`config.mk`:
```
export PLATFORM = sky130hd
export DESIGN_NAME = wb_dbg_master
export DESIGN_NICKNAME = d
export VERILOG_FILES = /design/src/rtl/wb_dbg_master_pkg.sv /design/src/rtl/wb_dbg_master.sv
export SDC_FILE = /design/constraint.sdc
export NUM_CORES = 1
export LEC_CHECK = 0
export ABC_AREA = 1
export BUFFER_PORTS_ARGS = -buffer_cell sky130_fd_sc_hd__buf_2
export CAP_MARGIN = 20
export CORE_MARGIN = 4
export CORE_UTILIZATION = 59
export DETAILED_ROUTE_END_ITERATION = 10
export PLACE_DENSITY = 0.8
export SLEW_MARGIN = 20
export SYNTH_ARGS = -nofsm -noshare
export SYNTH_HDL_FRONTEND = slang
export SYNTH_SLANG_ARGS = --single-unit
```
`constraint.sdc`:
```
create_clock -name clk -period 2.55 [get_ports clk]
set_input_delay 0.1275 -clock clk [delete_from_list [all_inputs] [get_ports clk]]
set_output_delay 0.1275 -clock clk [all_outputs]
set_load 0.05 [all_outputs]
```
`src/rtl/wb_dbg_master_pkg.sv`:
```
// Shared constants and types for the serial-to-Wishbone debug bridge.
// Command/response bytes, FSM encoding and counter width.
package wb_dbg_master_pkg;

    localparam logic [7:0] CMD_WR   = 8'h57;
    localparam logic [7:0] CMD_RD   = 8'h52;
    localparam logic [7:0] CMD_PING = 8'h50;
    localparam logic [7:0] RSP_OK   = 8'h06;
    localparam logic [7:0] RSP_ERR  = 8'h15;

    localparam int CNT_W = 32;

    typedef enum logic [2:0] {
        S_IDLE,
        S_ADDR,
        S_DATA,
        S_BUS,
        S_TX,
        S_TX_WAIT
    } state_t;

endpackage

```
`src/rtl/wb_dbg_master.sv`:
```
// Serial-to-Wishbone debug bridge: decodes W/R/P byte commands,
// runs single classic bus cycles and serializes the response bytes.
module wb_dbg_master
    import wb_dbg_master_pkg::*;
#(
    parameter int unsigned bus_timeout = 1024,
    parameter int unsigned rx_timeout  = 5000000
) (
    input  logic        clk,
    input  logic        reset,
    input  logic [7:0]  rx_data,
    input  logic        rx_valid,
    output logic        rx_ack,
    output logic [7:0]  tx_data,
    output logic        tx_wr,
    input  logic        tx_busy,
    output logic [31:0] wb_adr_o,
    output logic [31:0] wb_dat_o,
    input  logic [31:0] wb_dat_i,
    output logic [3:0]  wb_sel_o,
    output logic        wb_we_o,
    output logic        wb_cyc_o,
    output logic        wb_stb_o,
    input  logic        wb_ack_i,
    output logic        busy
);

    localparam logic [CNT_W-1:0] BUS_LAST = CNT_W'(bus_timeout - 1);
    localparam logic [CNT_W-1:0] RX_LAST  = CNT_W'(rx_timeout - 1);
    localparam logic [CNT_W-1:0] CNT_ONE  = CNT_W'(1);

    state_t           state;
    logic [1:0]       byte_cnt;
    logic [1:0]       tx_cnt;
    logic             cmd_wr;
    logic             ack_d;
    logic [31:0]      adr_sh;
    logic [31:0]      dat_sh;
    logic [31:0]      tx_sh;
    logic [CNT_W-1:0] rx_cnt;
    logic [CNT_W-1:0] bus_cnt;
    logic             rx_state;
    logic             take;

    // A byte is consumed in the receive states, but never in the cycle
    // right after a consume since rx_valid has not dropped yet.
    assign rx_state = (state == S_IDLE) ||
                      (state == S_ADDR) ||
                      (state == S_DATA);
    assign take     = rx_valid && !ack_d && rx_state && !reset;
    assign rx_ack   = take;
    assign busy     = (state != S_IDLE);

    // Command decode, bus cycle and response serializer in one FSM.
    always_ff @(posedge clk) begin
        if (reset) begin
            state    <= S_IDLE;
            byte_cnt <= 2'd0;
            tx_cnt   <= 2'd0;
            cmd_wr   <= 1'b0;
            ack_d    <= 1'b0;
            adr_sh   <= 32'h0;
            dat_sh   <= 32'h0;
            tx_sh    <= 32'h0;
            rx_cnt   <= '0;
            bus_cnt  <= '0;
            tx_data  <= 8'h0;
            tx_wr    <= 1'b0;
            wb_adr_o <= 32'h0;
            wb_dat_o <= 32'h0;
            wb_sel_o <= 4'h0;
            wb_we_o  <= 1'b0;
            wb_cyc_o <= 1'b0;
            wb_stb_o <= 1'b0;
        end else begin
            ack_d <= take;
            tx_wr <= 1'b0;
            unique case (state)
                S_IDLE: begin
                    if (take) begin
                        byte_cnt <= 2'd0;
                        rx_cnt   <= '0;
                        case (rx_data)
                            CMD_WR: begin
                                cmd_wr <= 1'b1;
                                state  <= S_ADDR;
                            end
                            CMD_RD: begin
                                cmd_wr <= 1'b0;
                                state  <= S_ADDR;
                            end
                            CMD_PING: begin
                                tx_sh  <= {RSP_OK, 24'h0};
                                tx_cnt <= 2'd0;
                                state  <= S_TX;
                            end
                            default: ;
                        endcase
                    end
                end
                S_ADDR: begin
                    if (take) begin
                        adr_sh   <= {adr_sh[23:0], rx_data};
                        byte_cnt <= byte_cnt + 2'd1;
                        rx_cnt   <= '0;
                        if (byte_cnt == 2'd3) begin
                            if (cmd_wr) begin
                                state <= S_DATA;
                            end else begin
                                wb_adr_o <= {adr_sh[23:0], rx_data};
                                wb_we_o  <= 1'b0;
                                wb_sel_o <= 4'hF;
                                wb_cyc_o <= 1'b1;
                                wb_stb_o <= 1'b1;
                                bus_cnt  <= '0;
                                state    <= S_BUS;
                            end
                        end
                    end else if (rx_cnt == RX_LAST) begin
                        state <= S_IDLE;
                    end else begin
                        rx_cnt <= rx_cnt + CNT_ONE;
                    end
                end
                S_DATA: begin
                    if (take) begin
                        dat_sh   <= {dat_sh[23:0], rx_data};
                        byte_cnt <= byte_cnt + 2'd1;
                        rx_cnt   <= '0;
                        if (byte_cnt == 2'd3) begin
                            wb_adr_o <= adr_sh;
                            wb_dat_o <= {dat_sh[23:0], rx_data};
                            wb_we_o  <= 1'b1;
                            wb_sel_o <= 4'hF;
                            wb_cyc_o <= 1'b1;
                            wb_stb_o <= 1'b1;
                            bus_cnt  <= '0;
                            state    <= S_BUS;
                        end
                    end else if (rx_cnt == RX_LAST) begin
                        state <= S_IDLE;
                    end else begin
                        rx_cnt <= rx_cnt + CNT_ONE;
                    end
                end
                S_BUS: begin
                    if (wb_ack_i || bus_cnt == BUS_LAST) begin
                        wb_cyc_o <= 1'b0;
                        wb_stb_o <= 1'b0;
                        wb_we_o  <= 1'b0;
                        wb_sel_o <= 4'h0;
                        state    <= S_TX;
                        if (wb_ack_i && !wb_we_o) begin
                            tx_sh  <= wb_dat_i;
                            tx_cnt <= 2'd3;
                        end else if (wb_ack_i) begin
                            tx_sh  <= {RSP_OK, 24'h0};
                            tx_cnt <= 2'd0;
                        end else begin
                            tx_sh  <= {RSP_ERR, 24'h0};
                            tx_cnt <= 2'd0;
                        end
                    end else begin
                        bus_cnt <= bus_cnt + CNT_ONE;
                    end
                end
                S_TX: begin
                    if (!tx_busy) begin
                        tx_data <= tx_sh[31:24];
                        tx_sh   <= {tx_sh[23:0], 8'h0};
                        tx_wr   <= 1'b1;
                        state   <= S_TX_WAIT;
                    end
                end
                S_TX_WAIT: begin
                    if (tx_cnt == 2'd0) begin
                        state <= S_IDLE;
                    end else begin
                        tx_cnt <= tx_cnt - 2'd1;
                        state  <= S_TX;
                    end
                end
                default: state <= S_IDLE;
            endcase
        end
    end

endmodule

```
==> summary.log <==
INFO  status         outcome=completed
INFO  synthesis      synth.top_cell.area_share=41.9%
INFO  cts            clock_tree_sinks=236
INFO  synthesis      yosys.cell_count.top_type=sky130_fd_sc_hd__nand2_1
INFO  critical_path  crit_required=2980ps
INFO  synthesis      synth_top_cells_by_count=334 x sky130_fd_sc_hd__nand2_1, 294 x sky130_fd_sc_hd__nor2_1, 236 x sky130_fd_sc_hd__dfxtp_1
INFO  critical_path  timing.critical_path.mode_cell=sky130_fd_sc_hd__nand2_1
INFO  sta            relSlewSlack=40.2%
INFO  hold_path      min_from=wb_dat_i[29]
INFO  synthesis      post_synth.cell_area_avg=6.90um^2
INFO  sta            slew_violations=0
INFO  global_route   grt_ovf=0
INFO  hold_path      holdPathEnd=tx_sh[29]$_SDFFE_PP0P_
INFO  critical_path  timing.critical_path.slowest_cell_delay=390ps
INFO  global_route   number_of_antenna_violations_at_the_first_check_in_global_routing=0
INFO  cts            cts_made_buffers=25
INFO  sta            final_worst_path_cycle_share=86.7%
INFO  critical_path  timing.critical_path.max_delay_family=simple AND/OR/NAND/NOR gates
INFO  floorplanning  core_region_area=18,800um^2
INFO  synthesis      synth_cell_types=42
INFO  detailed_routing routed-via-count=11,300
INFO  global_route   first_pass_grt_wire_length=50.9mm
INFO  critical_path  crit_path_top_delay_cell=sky130_fd_sc_hd__dfxtp_1
INFO  hold_path      hold_path_class=primary input to flip-flop
INFO  finish         diodes=0
INFO  job            maxCapViolations=0
INFO  placement      place.gp.congestion=0.975
INFO  synthesis      synthDominantAreaCellType=sky130_fd_sc_hd__dfxtp_1
INFO  pwr            cellPowerDensity=588nW/um^2
INFO  cts            cts.hold.buffers_added=35
INFO  finish         finalNetCount=1,815
INFO  critical_path  timing.rr.end=bus_cnt[22]$_SDFFE_PP0P_
INFO  cts            cts.repair_timing.setup_buffer_count=0
INFO  detailed_routing wl_met3=2.17mm
INFO  hold_path      hold-path-cell-count=4
INFO  cts            cts_resized=0
INFO  critical_path  critPathLaunchType=flip-flop
INFO  critical_path  ordered_list_of_cells_on_the_worst_path=ha_1 > nand2_1 > nor2_2 > nand2_1 > nor2_1 > nand2_1 > nand2_1 > nand2_2 > buf_4 > nand3_1 > nand2_1 > nand2_1 > nor2_1
INFO  sta            fin_tns_setup=0ps
INFO  floorplanning  floorplan.rows=50
INFO  critical_path  worst_path_maximum_fanout=23
INFO  detailed_routing wl_met2=14.3mm
INFO  critical_path  worst_path_arrival_time=2640ps
INFO  cts            clock_tree_from_tritoncts=built
INFO  critical_path  crit_path_end_kind=flip-flop
INFO  synthesis      synth_warnings=0
INFO  critical_path  worst-path-buf-inv=1
INFO  sta            worst_pin_slew=895ps
INFO  cts            clk_pin_slew=60ps
INFO  floorplanning  initial_core_util=60.1%
INFO  synthesis      postSynthRegisterBits=236
INFO  detailed_routing drt.antenna.violating_nets=0
INFO  global_route   grt_pass1_vias=10,600
INFO  detailed_routing total_routed_wirelength=30.6mm
INFO  sta            rsz0062_at_grt=no
INFO  synthesis      syn_area=11,300um^2
INFO  critical_path  reg2reg_depth=13
INFO  critical_path  timing.setup.critical_path_class=flip-flop to flip-flop
INFO  critical_path  critical_path.reg2reg.startpoint=bus_cnt[0]$_SDFFE_PP0P_
INFO  floorplanning  design.die.area=21,400um^2
INFO  detailed_routing drt_pass1_iterations=5
INFO  detailed_routing drt-met1-wl=13.3mm
INFO  global_route   global_route.usage.total=27.7%
INFO  pwr            irDropWorstVdd=0.492mV
INFO  sta            final_setup_violation_count=0
INFO  synthesis      synth.yosys.seq_area_share=41.9%
INFO  cts            worst_skew_pair.late_latency=540ps
INFO  detailed_routing drt-wirelength-per-cell=15.2um
INFO  sta            hold-worst-slack=30.4ps
INFO  cts            cts.htree.levels=1
INFO  floorplanning  die_h=146um
INFO  synthesis      synth_cells=1,636
INFO  synthesis      postSynth.topFlopCell=sky130_fd_sc_hd__dfxtp_1
INFO  finish         area_delta_synth_final=18.0%
INFO  floorplanning  boundaryPins=127
INFO  floorplanning  die_w=146um
INFO  detailed_routing drt_iter0_drc=725
INFO  sta            period_minus_slack=2210ps
INFO  synthesis      ys_async_sr_fraction=0%
INFO  cts            clock-root-buffer=sky130_fd_sc_hd__clkbuf_16
INFO  pwr            power.static_leakage=0.00522uW
INFO  sta            timing_hold_violations_final=0
INFO  critical_path  reg2reg_slack=340ps
INFO  finish         share_of_layout_cells_above_drive_strength_1=14.4%
INFO  detailed_routing highest-signal-layer=met4
INFO  detailed_routing post_drt_via_cell_ratio=5.59
INFO  sta            achievable-frequency=452MHz
INFO  synthesis      synth-edff-count=0
INFO  cts            clock_path_buffers=3
INFO  finish         layout.core_utilization=70.9%
INFO  synthesis      synth.net_count=1,685
INFO  global_route   grt_max_degree=81
INFO  detailed_routing drcViolationCount=0
INFO  placement      dpl.hpwl=20.0mm
INFO  sta            finalClockSkew=9.29ps
INFO  synthesis      synth_area_leaders=sky130_fd_sc_hd__dfxtp_1 42%, sky130_fd_sc_hd__nand2_1 11%, sky130_fd_sc_hd__nor2_1 9.8%, sky130_fd_sc_hd__a21oi_1 6.7%, sky130_fd_sc_hd__nand3_1 5.2%
INFO  placement      placement.io_buffers=126
where the power goes:
part	switching, uW	internal [uW]	total, uW
Sequential	4.72	3690	3700
Combinational	166	101	267
Clock	1510	2360	3870
Total	1680	6150	7830
registers in the layout, summed over array words and instances (netlist names):
register / count
wb_adr_o: 32
dat_sh: 24
wb_sel_o: 1
tx_sh: 32
rx_cnt: 32
ack_d: 1
byte_cnt: 2
adr_sh: 32
tx_data: 8
cmd_wr: 1
wb_we_o: 1
state: 3
tx_cnt: 2
tx_wr: 1
wb_dat_o: 32
bus_cnt: 32
worst max-delay path by stage:
stage | to | from | slack [ps] | cells after the start
floorplan | rx_cnt[10]$_SDFFE_PP0P_ | state[0]$_SDFFE_PP0P_ | 540 | 9
global placement | bus_cnt[18]$_SDFFE_PP0P_ | bus_cnt[0]$_SDFFE_PP0P_ | 490 | 13
detailed placement | bus_cnt[18]$_SDFFE_PP0P_ | bus_cnt[0]$_SDFFE_PP0P_ | 380 | 13
CTS | bus_cnt[22]$_SDFFE_PP0P_ | bus_cnt[0]$_SDFFE_PP0P_ | 350 | 13
global route | bus_cnt[23]$_SDFFE_PP0P_ | bus_cnt[0]$_SDFFE_PP0P_ | 40 | 11
finish | bus_cnt[22]$_SDFFE_PP0P_ | bus_cnt[0]$_SDFFE_PP0P_ | 340 | 13
per-stage QoR:
| stage | area (um^2) | setup slack, ps | total power (uW) | cells |
|---|---|---|---|---|
| final | 13300 | 340 | 7830 | 2018 |
| after global routing | 13300 | 35.5 | 8060 | 2018 |
| after CTS | 13300 | 355 | 7880 | 2018 |
| after detailed placement | 12100 | 381 | 4000 | 1938 |
| after global placement | 12100 | 489 | 4000 | 1938 |
| after floorplan | 11300 | 538 | 3910 | 1636 |
final cells by class:
cell class,instances,area (um^2)
Multi-Input combinational cell,1185,5700
Fill cell,1530,5450
Sequential cell,236,4720
Timing Repair Buffer,191,1230
Clock buffer,33,706
Inverter,127,477
Tap cell,234,293
Clock inverter,12,180
layout by cell type (no fill, tap or decap), types with 2 or more instances in the layout:
cell type	synthesis	layout
sky130_fd_sc_hd__clkbuf_16	0	25
sky130_fd_sc_hd__a211oi_1	20	20
sky130_fd_sc_hd__nor3b_1	5	5
sky130_fd_sc_hd__nor2_1	294	292
sky130_fd_sc_hd__xnor2_1	5	5
sky130_fd_sc_hd__o21ai_1	6	6
sky130_fd_sc_hd__inv_2	8	9
sky130_fd_sc_hd__clkinv_2	0	5
sky130_fd_sc_hd__buf_12	0	2
sky130_fd_sc_hd__clkbuf_8	0	5
sky130_fd_sc_hd__xor2_1	10	10
sky130_fd_sc_hd__bufinv_16	0	4
sky130_fd_sc_hd__nand4_1	29	29
sky130_fd_sc_hd__dlygate4sd3_1	0	35
sky130_fd_sc_hd__a22oi_1	2	2
sky130_fd_sc_hd__buf_4	9	29
sky130_fd_sc_hd__nor2_2	6	7
sky130_fd_sc_hd__clkinvlp_4	0	2
sky130_fd_sc_hd__mux2_2	32	32
sky130_fd_sc_hd__clkbuf_1	56	3
sky130_fd_sc_hd__nand2_1	334	334
sky130_fd_sc_hd__clkinv_1	2	2
sky130_fd_sc_hd__a22o_1	20	20
sky130_fd_sc_hd__o211ai_1	3	3
sky130_fd_sc_hd__nor2_4	1	2
sky130_fd_sc_hd__inv_1	117	116
sky130_fd_sc_hd__o21ai_0	107	107
sky130_fd_sc_hd__dfxtp_1	236	236
sky130_fd_sc_hd__a21oi_1	151	151
sky130_fd_sc_hd__nand3_1	118	118
sky130_fd_sc_hd__buf_2	18	125
sky130_fd_sc_hd__nor3_1	19	19
sky130_fd_sc_hd__o21a_1	3	3
sky130_fd_sc_hd__nand2_2	4	4
sky130_fd_sc_hd__ha_1	4	4
worst min-delay path, stage by stage:
cell	delay, ps
sky130_fd_sc_hd__buf_2	100
sky130_fd_sc_hd__a22o_1	120
sky130_fd_sc_hd__o21ai_0	90
sky130_fd_sc_hd__nor2_1	90
layer usage:
metal	track usage [%]	vias up
met5	0	-
li1	-	5622
met1	37.3	5139
met2	45.3	447
met4	9.78	0
met3	4.59	77
logic make-up (layout without fill, tap and decap cells):
logic type | count (synthesis) | in the layout | share of synthesized area (%)
and+or+nand+nor | 818 | 818 | 30.1
xor gates and xnor gates | 15 | 15 | 1.16
adders and majority gates | 4 | 4 | 0.443
buffers and inverters | 215 | 363 | 7.78
muxes | 32 | 32 | 3.19
DFF | 236 | 236 | 41.9
AOI/OAI and AO/OA | 316 | 316 | 15.4
(Power assumes the default switching activity.)
